<file path="config.mk">
export PLATFORM = sky130hd
export DESIGN_NAME = cam_cmd_sequencer
export DESIGN_NICKNAME = d
export VERILOG_FILES = /design/src/rtl/cam_cmd_sequencer.sv
export SDC_FILE = /design/constraint.sdc
export NUM_CORES = 1
export LEC_CHECK = 0
export CORE_ASPECT_RATIO = 0.8
export CORE_MARGIN = 4
export CORE_UTILIZATION = 54
export CTS_CLUSTER_SIZE = 16
export DETAILED_ROUTE_END_ITERATION = 8
export GPL_TIMING_DRIVEN = 0
export PLACE_DENSITY = 0.84
export REMOVE_ABC_BUFFERS = 1
export SYNTH_ARGS = -nofsm -noshare
export SYNTH_HDL_FRONTEND = slang
export SYNTH_SLANG_ARGS = --single-unit
</file>
<file path="constraint.sdc">
create_clock -name clk -period 5.34 [get_ports clk]
set_input_delay 1.068 -clock clk [delete_from_list [all_inputs] [get_ports clk]]
set_output_delay 1.068 -clock clk [all_outputs]
set_load 0.05 [all_outputs]
</file>
<file path="src/rtl/cam_cmd_sequencer.sv">
// Command FIFO and issue FSM in front of the 8-entry x 4-bit associative register block.
// Optional hit/miss statistics are built when CAM_SEQ_STATS_EN is defined.
module cam_cmd_sequencer #(
    parameter int unsigned DEPTH = 4,
    parameter int unsigned PTR_W = $clog2(DEPTH)
) (
    input  logic       clk,
    input  logic       rst_n,
    input  logic       cmd_valid,
    output logic       cmd_ready,
    input  logic [1:0] cmd_op,
    input  logic [3:0] cmd_key,
    input  logic [3:0] cmd_new,
    output logic       rsp_valid,
    input  logic       rsp_ready,
    output logic       rsp_hit,
    output logic [2:0] rsp_min,
    output logic [2:0] rsp_max,
    output logic [3:0] cam_key,
    output logic       cam_set,
    output logic [3:0] cam_new,
    output logic       cam_init,
    input  logic       cam_valid,
    input  logic [2:0] cam_min,
    input  logic [2:0] cam_max,
    output logic [7:0] stat_hits,
    output logic [7:0] stat_misses
);

    localparam int unsigned OP_W   = 2;
    localparam int unsigned KEY_W  = 4;
    localparam int unsigned IDX_W  = 3;
    localparam int unsigned CNT_W  = PTR_W + 1;
    localparam int unsigned STAT_W = 8;

    localparam logic [OP_W-1:0] OP_REPLACE = 2'b01;
    localparam logic [OP_W-1:0] OP_INIT    = 2'b10;

    typedef struct packed {
        logic [OP_W-1:0]  op;
        logic [KEY_W-1:0] key;
        logic [KEY_W-1:0] nval;
    } cmd_t;

    typedef enum logic [1:0] {
        BOOT  = 2'd0,
        RUN   = 2'd1,
        STALL = 2'd2
    } state_t;

    state_t             state_q;
    state_t             state_d;
    logic               boot_armed_q;

    cmd_t               mem [DEPTH];
    logic [PTR_W-1:0]   wr_ptr_q;
    logic [PTR_W-1:0]   rd_ptr_q;
    logic [CNT_W-1:0]   count_q;
    logic [CNT_W-1:0]   count_d;
    logic               full_q;
    logic               empty;

    cmd_t               head;
    logic               head_init;
    logic               head_repl;
    logic               push;
    logic               issue;

    assign head      = mem[rd_ptr_q];
    assign head_init = (head.op == OP_INIT);
    assign head_repl = (head.op == OP_REPLACE);
    assign empty     = (count_q == '0);
    assign push      = cmd_valid && cmd_ready;

    // FSM state register; boot_armed delays the init pulse to the first cycle after reset release
    always_ff @(posedge clk or negedge rst_n) begin
        if (!rst_n) begin
            state_q      <= BOOT;
            boot_armed_q <= 1'b0;
        end else begin
            state_q      <= state_d;
            boot_armed_q <= 1'b1;
        end
    end

    // Next state, issue decision and CAM drive from the FIFO head
    always_comb begin
        state_d   = state_q;
        cmd_ready = 1'b0;
        issue     = 1'b0;
        cam_key   = '0;
        cam_set   = 1'b0;
        cam_new   = '0;
        cam_init  = 1'b0;

        case (state_q)
            BOOT: begin
                cam_init = boot_armed_q;
                if (boot_armed_q) begin
                    state_d = RUN;
                end
            end
            RUN, STALL: begin
                cmd_ready = !full_q;
                issue     = !empty && (!rsp_valid || rsp_ready);
                state_d   = (rsp_valid && !rsp_ready && !empty) ? STALL : RUN;
            end
            default: begin
                state_d = BOOT;
            end
        endcase

        if (issue) begin
            if (head_init) begin
                cam_init = 1'b1;
            end else begin
                cam_key = head.key;
                if (head_repl) begin
                    cam_set = 1'b1;
                    cam_new = head.nval;
                end
            end
        end
    end

    // Occupancy after this cycle's push/pop
    always_comb begin
        count_d = count_q;
        if (push && !issue) begin
            count_d = count_q + CNT_W'(1);
        end else if (!push && issue) begin
            count_d = count_q - CNT_W'(1);
        end
    end

    // FIFO pointers and full flag; pointers wrap naturally since DEPTH is a power of two
    always_ff @(posedge clk or negedge rst_n) begin
        if (!rst_n) begin
            wr_ptr_q <= '0;
            rd_ptr_q <= '0;
            count_q  <= '0;
            full_q   <= 1'b0;
        end else begin
            if (push) begin
                wr_ptr_q <= wr_ptr_q + PTR_W'(1);
            end
            if (issue) begin
                rd_ptr_q <= rd_ptr_q + PTR_W'(1);
            end
            count_q <= count_d;
            full_q  <= (count_d == CNT_W'(DEPTH));
        end
    end

    // FIFO storage carries no reset; contents are only read below the valid occupancy
    always_ff @(posedge clk) begin
        if (push) begin
            mem[wr_ptr_q] <= '{op: cmd_op, key: cmd_key, nval: cmd_new};
        end
    end

    // Response register; lookup results reflect CAM contents before a replace lands on the same edge
    always_ff @(posedge clk or negedge rst_n) begin
        if (!rst_n) begin
            rsp_valid <= 1'b0;
            rsp_hit   <= 1'b0;
            rsp_min   <= '0;
            rsp_max   <= '0;
        end else if (issue) begin
            rsp_valid <= 1'b1;
            if (head_init) begin
                rsp_hit <= 1'b0;
                rsp_min <= '0;
                rsp_max <= '0;
            end else begin
                rsp_hit <= cam_valid;
                rsp_min <= IDX_W'(cam_min);
                rsp_max <= IDX_W'(cam_max);
            end
        end else if (rsp_ready) begin
            rsp_valid <= 1'b0;
        end
    end

`ifdef CAM_SEQ_STATS_EN
    logic [STAT_W-1:0] hits_q;
    logic [STAT_W-1:0] misses_q;

    // Saturating hit/miss counters; an issued init clears them
    always_ff @(posedge clk or negedge rst_n) begin
        if (!rst_n) begin
            hits_q   <= '0;
            misses_q <= '0;
        end else if (issue) begin
            if (head_init) begin
                hits_q   <= '0;
                misses_q <= '0;
            end else if (cam_valid) begin
                if (hits_q != '1) begin
                    hits_q <= hits_q + STAT_W'(1);
                end
            end else begin
                if (misses_q != '1) begin
                    misses_q <= misses_q + STAT_W'(1);
                end
            end
        end
    end

    assign stat_hits   = hits_q;
    assign stat_misses = misses_q;
`else
    assign stat_hits   = STAT_W'(0);
    assign stat_misses = STAT_W'(0);
`endif

endmodule

</file>
# After elaboration in Yosys (flattened, before gate mapping)
# Memory sizes are Yosys's and may differ from the RTL's.
# Cells that the tools add are included.
dict set report word_totals {
  mem_count 1
  wordCells 63
  out_inout_bits 35
  reg_bits 19
  mem_bits_rw 40
}
dict set report op_classes {
  eq_ne 6
  addsub 4
  reduce_logical 17
  muxes 25
}
# memory words width read_ports rd_clocked_by_memory_dff write_ports line_no
set memory_table {}
lappend memory_table {mem 4 10 1 0 1 55} ;# cmd_t mem [DEPTH];
# operator n
set ops {}
lappend ops {{two-way mux 4 bit} 5}
lappend ops {{two-way mux 1 bit} 13}
lappend ops {{two-way mux 3 bit} 4}
lappend ops {{logical AND 1 bit} 6}
lappend ops {{logical NOT 1 bit} 6}
lappend ops {{adder 2 x 1 -> 2 bit, second input constant} 2}
lappend ops {{== test 2 x 1 -> 1 bit, second input constant} 2}
lappend ops {{== test 2 bit, second input constant} 2}
lappend ops {{two-way mux 2 bit} 2}
lappend ops {{one-hot mux 2 bit (2 select lines)} 1}
lappend ops {{adder 3 x 1 -> 3 bit, second input constant} 1}
lappend ops {{== test 3 bit, second input constant} 1}
lappend ops {{logical NOT 3 bit} 1}
lappend ops {{subtractor 3 x 1 -> 3 bit, second input constant} 1}
lappend ops {{logical NOT 2 bit} 1}
lappend ops {{!= test 2 bit, second input constant} 1}
lappend ops {{nonzero test 2 bit} 1}
lappend ops {{OR reduction 2 bit} 1}
lappend ops {{logical OR 1 bit} 1}

# Depth between registers and ports, before layout
dict set report depth {
  depth_word 9
  ltp_mapped 7
}

# Worst setup path after synthesis
# No wires, ideal clock.
dict set report synth_path {
  path_kind {input-to-output}
  start {input port rsp_ready}
  end {output port cam_init}
  t_required_ps 4272
  cell_stages 4
  slack_ps 1515
  arrival_ps 2757
  path_buffers 1
  path_cell_list {nand2b_1 -> nand3_1 -> buf_2 -> o21ai_0}
}
dict set report synth_between {
  elab_chain_cells 4
}
# element line_no
set synth_rtl {}
lappend synth_rtl {{start: declaration} 15} ;# input logic rsp_ready,
lappend synth_rtl {{logical OR 1 bit} 105} ;# issue = !empty && (!rsp_valid || rsp_ready);
lappend synth_rtl {{logical AND 1 bit} 105}
lappend synth_rtl {{two-way mux 1 bit} 96} ;# case (state_q)
lappend synth_rtl {{two-way mux 1 bit} 113} ;# if (issue) begin
lappend synth_rtl {{end: declaration} 22} ;# output logic cam_init,
# Every way passes these cells.

# Worst setup path in the final report
dict set report layout_path {
  start {input port rsp_ready}
  end {output port cam_new[3]}
}
dict set report layout_between {
  elab_chain_cells 4
}
# element line_no
set layout_rtl {}
lappend layout_rtl {{logical OR 1 bit} 105}
lappend layout_rtl {{logical AND 1 bit} 105}
lappend layout_rtl {{two-way mux 1 bit} 96}
lappend layout_rtl {{two-way mux 4 bit} 113}
lappend layout_rtl {{end: declaration} 21} ;# output logic [3:0] cam_new,
# Every way passes these cells.

==> flow_summary.toml <==
[finish]
antenna_cells_inserted = 0
area_delta_synth_final_pct = 20.2
fill_cells = 322
drive_gt1_frac = 0.105
fin_nets = 244

[yosys]
netlist_instances = 169
yosys_warnings = 0
ys_seq_area_frac = 0.642
synth.avg_cell_area_um2 = 15.5
synthDistinctLibCells = 33
yosys_register_bits = 59
syn_area_um2 = 2610

[worst_setup_path]
path_max_fanout = 12
rr_worst_depth = 4
critPathRequiredTime_ns = 4.27
critPathLaunchType = "input pin"
crit_path_top_delay_cell = "clkdlybuf4s50_1"
crit_arrival_ns = 3.86
endpoint_kind = "output pin"
crit_path_frequent_cell = "clkdlybuf4s50_1"
critical_path_class = "input pin to output pin"
worstSetupStartpoint = "rsp_ready"
path_cells = "clkdlybuf4s50_1 -> nand2b_1 -> nand3_1 -> or3b_4 -> nor2b_1 -> clkdlybuf4s50_1"
crit_path_max_incr_delay_ns = 0.81
r2r_start = "rd_ptr_q[0]$_DFFE_PN0P_"

[worst_hold_path]
hp-class = "register to register"
min_delay_path_depth = 1
hold_path_startpoint = "rsp_min[0]$_DFFE_PN0P_"

[clocking]
hold_buffers = 0
cts_buffers = 9
clockBufferDepth = 2
cts.sinks = 59
clkLatencyLatePin_ns = 0.33
clk_pin_slew_ns = 0.06
clock-root-buffer = "clkbuf_8"
cts_tree = "built"
htreeDepth = 3
cts_setup_buffers = 0
ctsResizeCount = 0

[placed_design]
place_congestion = 0.845
numPortBuffers = 39
hpwlAfterDp_um = 3170

[floorplan]
dieArea_um2 = 6020
io_pins = 56
initial_core_util = 0.565
rows = 22
fp.dieW_um = 85.7
die_h_um = 70.2
fp.coreArea_um2 = 4620

[power]
p_leak_nw = 1.21
switching_share = 0.411
switchingPower_mw = 0.801
ir_drop_v = 0.000539
power_frac_clock = 0.164
finalPower_mw = 1.95
powerDensity_nw_per_um2 = 620
power.internal_mw = 1.15
power_frac_comb = 0.475
p_seq_frac = 0.360

[sta]
slew_headroom = 0.433
drv_slew = 0
min_period_ns = 4.93
finalSetupViolations = 0
final.period_utilization = 0.924
hold_ws_ns = 0.509
hold_viol_final = 0
worstMarginPinSlew_ns = 0.848
rsz0062_at_grt = "no"
setup_tns_ns = 0
clock_skew_ns = 0.00719
max_freq_mhz = 203

[flow_run]
maxCapViolCount = 0

[routing]
wl_per_cell_um = 16.3
first_pass_iters = 4
wirelength_um = 4550
drtAntennaViolNets = 0
num_vias = 1487
drcViolationCount = 0
via_per_inst = 5.33
drt_iter0_drc = 93

[grt]
antenna_found_initial = 0
grt_overflow = 0
grt_max_degree = 20
track_usage = 0.165
grt_pass1_wl_um = 7330
grt_pass1_vias = 1481

[status]
status = "finished clean"
power groups by stage:
stage | clock network, mW | logic (mW) | registers, mW
2_1_floorplan | 0 | 0.586 | 0.782
3_3_place_gp | 0 | 0.911 | 0.707
3_5_place_dp | 0 | 0.926 | 0.712
4_1_cts | 0.328 | 0.931 | 0.705
5_1_grt | 0.352 | 0.992 | 0.720
6_report | 0.320 | 0.925 | 0.702
cells in the mapped netlist, drive strengths merged:
cell    count  area (µm²)
a211o       1        8.76
a21oi       1        5.00
a22o        7        61.3
a22oi       1        7.51
a31oi       1        6.26
and2        5        31.3
and2b       1        7.51
and3        4        25.0
buf        20         146
conb        2        7.51
dfrtp      19         475
edfxtp     40        1200
ha          9         113
inv         8        30.0
mux4       10         225
nand2       6        22.5
nand2b      5        31.3
nand3       1        5.00
nand4       3        18.8
nor2        1        3.75
nor2b       8        57.6
nor3b       1        7.51
o211ai      2        15.0
o21ai       4        20.0
o22ai       1        6.26
o41ai       1        8.76
or3b        1        11.3
xnor2       5        43.8
xor2        1        8.76
through the flow:
step	utilization	setup WS, ns	instance area (µm²)	std cells
after floorplan	-	1.43	2520	164
after global placement	0.646	0.445	2990	263
after detailed placement	0.646	0.427	2990	263
after CTS	0.679	0.417	3140	279
after global routing	0.679	0.274	3140	279
final	0.679	0.407	3140	279
worst max-delay path: cells and delay by family:
kind / cells / cell delay, ns
buf+inv: 2 / 1.29
simple gates: 4 / 1.51
per-layer routing:
layer / part of all wire / vias up / wire length (µm) / global-route usage
li1: - / 682 / - / -
met1: 0.42 / 743 / 1900 / 0.203
met2: 0.50 / 54 / 2280 / 0.259
met3: 0.070 / 8 / 317 / 0.0649
met4: 0.013 / 0 / 58 / 0.0668
met5: 0 / - / 0 / 0
path summary, 6_finish.rpt:
check / slack [ns] / endpoint
worst max-delay path: 0.41 / cam_new[3]
worst min-delay path: 0.51 / rsp_min[0]$_DFFE_PN0P_
worst max register to register: 3.28 / rsp_max[2]$_DFFE_PN0P_
worst min register to register: 0.51 / rsp_min[0]$_DFFE_PN0P_
max in group asynchronous: 3.59 / rd_ptr_q[1]$_DFFE_PN0P_
min in group asynchronous: 1.22 / rsp_min[0]$_DFFE_PN0P_
registers in the layout, summed over array words and instances (netlist names):
name	count
boot_armed_q	1
count_q	3
full_q	1
mem	40
rd_ptr_q	2
rsp_hit	1
rsp_max	3
rsp_min	3
rsp_valid	1
state_q	2
wr_ptr_q	2
cell type report:
class                           instances  area [µm²]  area share
Sequential cell                        59        1680       0.534
Multi-Input combinational cell         97         815       0.259
Timing Repair Buffer                   39         390       0.124
Clock buffer                           12         135      0.0430
Tap cell                               60        75.1      0.0239
Inverter                                8        30.0     0.00957
Clock inverter                          4        17.5     0.00558
cells in the final DEF (no fill, tap or decap), types with 4 or more instances in the layout:
| cell type | instances |
|---|---|
| conb_1 | 17 |
| a22o_1 | 7 |
| ha_1 | 9 |
| and3_1 | 4 |
| and2_1 | 5 |
| dfrtp_1 | 19 |
| edfxtp_1 | 40 |
| xnor2_1 | 5 |
| mux4_2 | 10 |
| nand2b_1 | 5 |
| nor2b_1 | 7 |
| inv_1 | 8 |
| clkbuf_8 | 9 |
| nand2_1 | 6 |
| clkdlybuf4s50_1 | 39 |
cells by family (layout without fill, tap and decap cells):
logic type	Yosys count	in the layout	synth area share
multiplexers	10	10	0.0862
flip-flops	59	59	0.642
XOR/XNOR	6	6	0.0201
buffers and inverters	28	63	0.0676
other	2	17	0.00288
AO/OA/AOI/OAI	19	19	0.0532
adder cells (fa/ha/maj)	9	9	0.0431
AND/OR/NAND/NOR	36	36	0.0848
(Power assumes the default switching activity.)
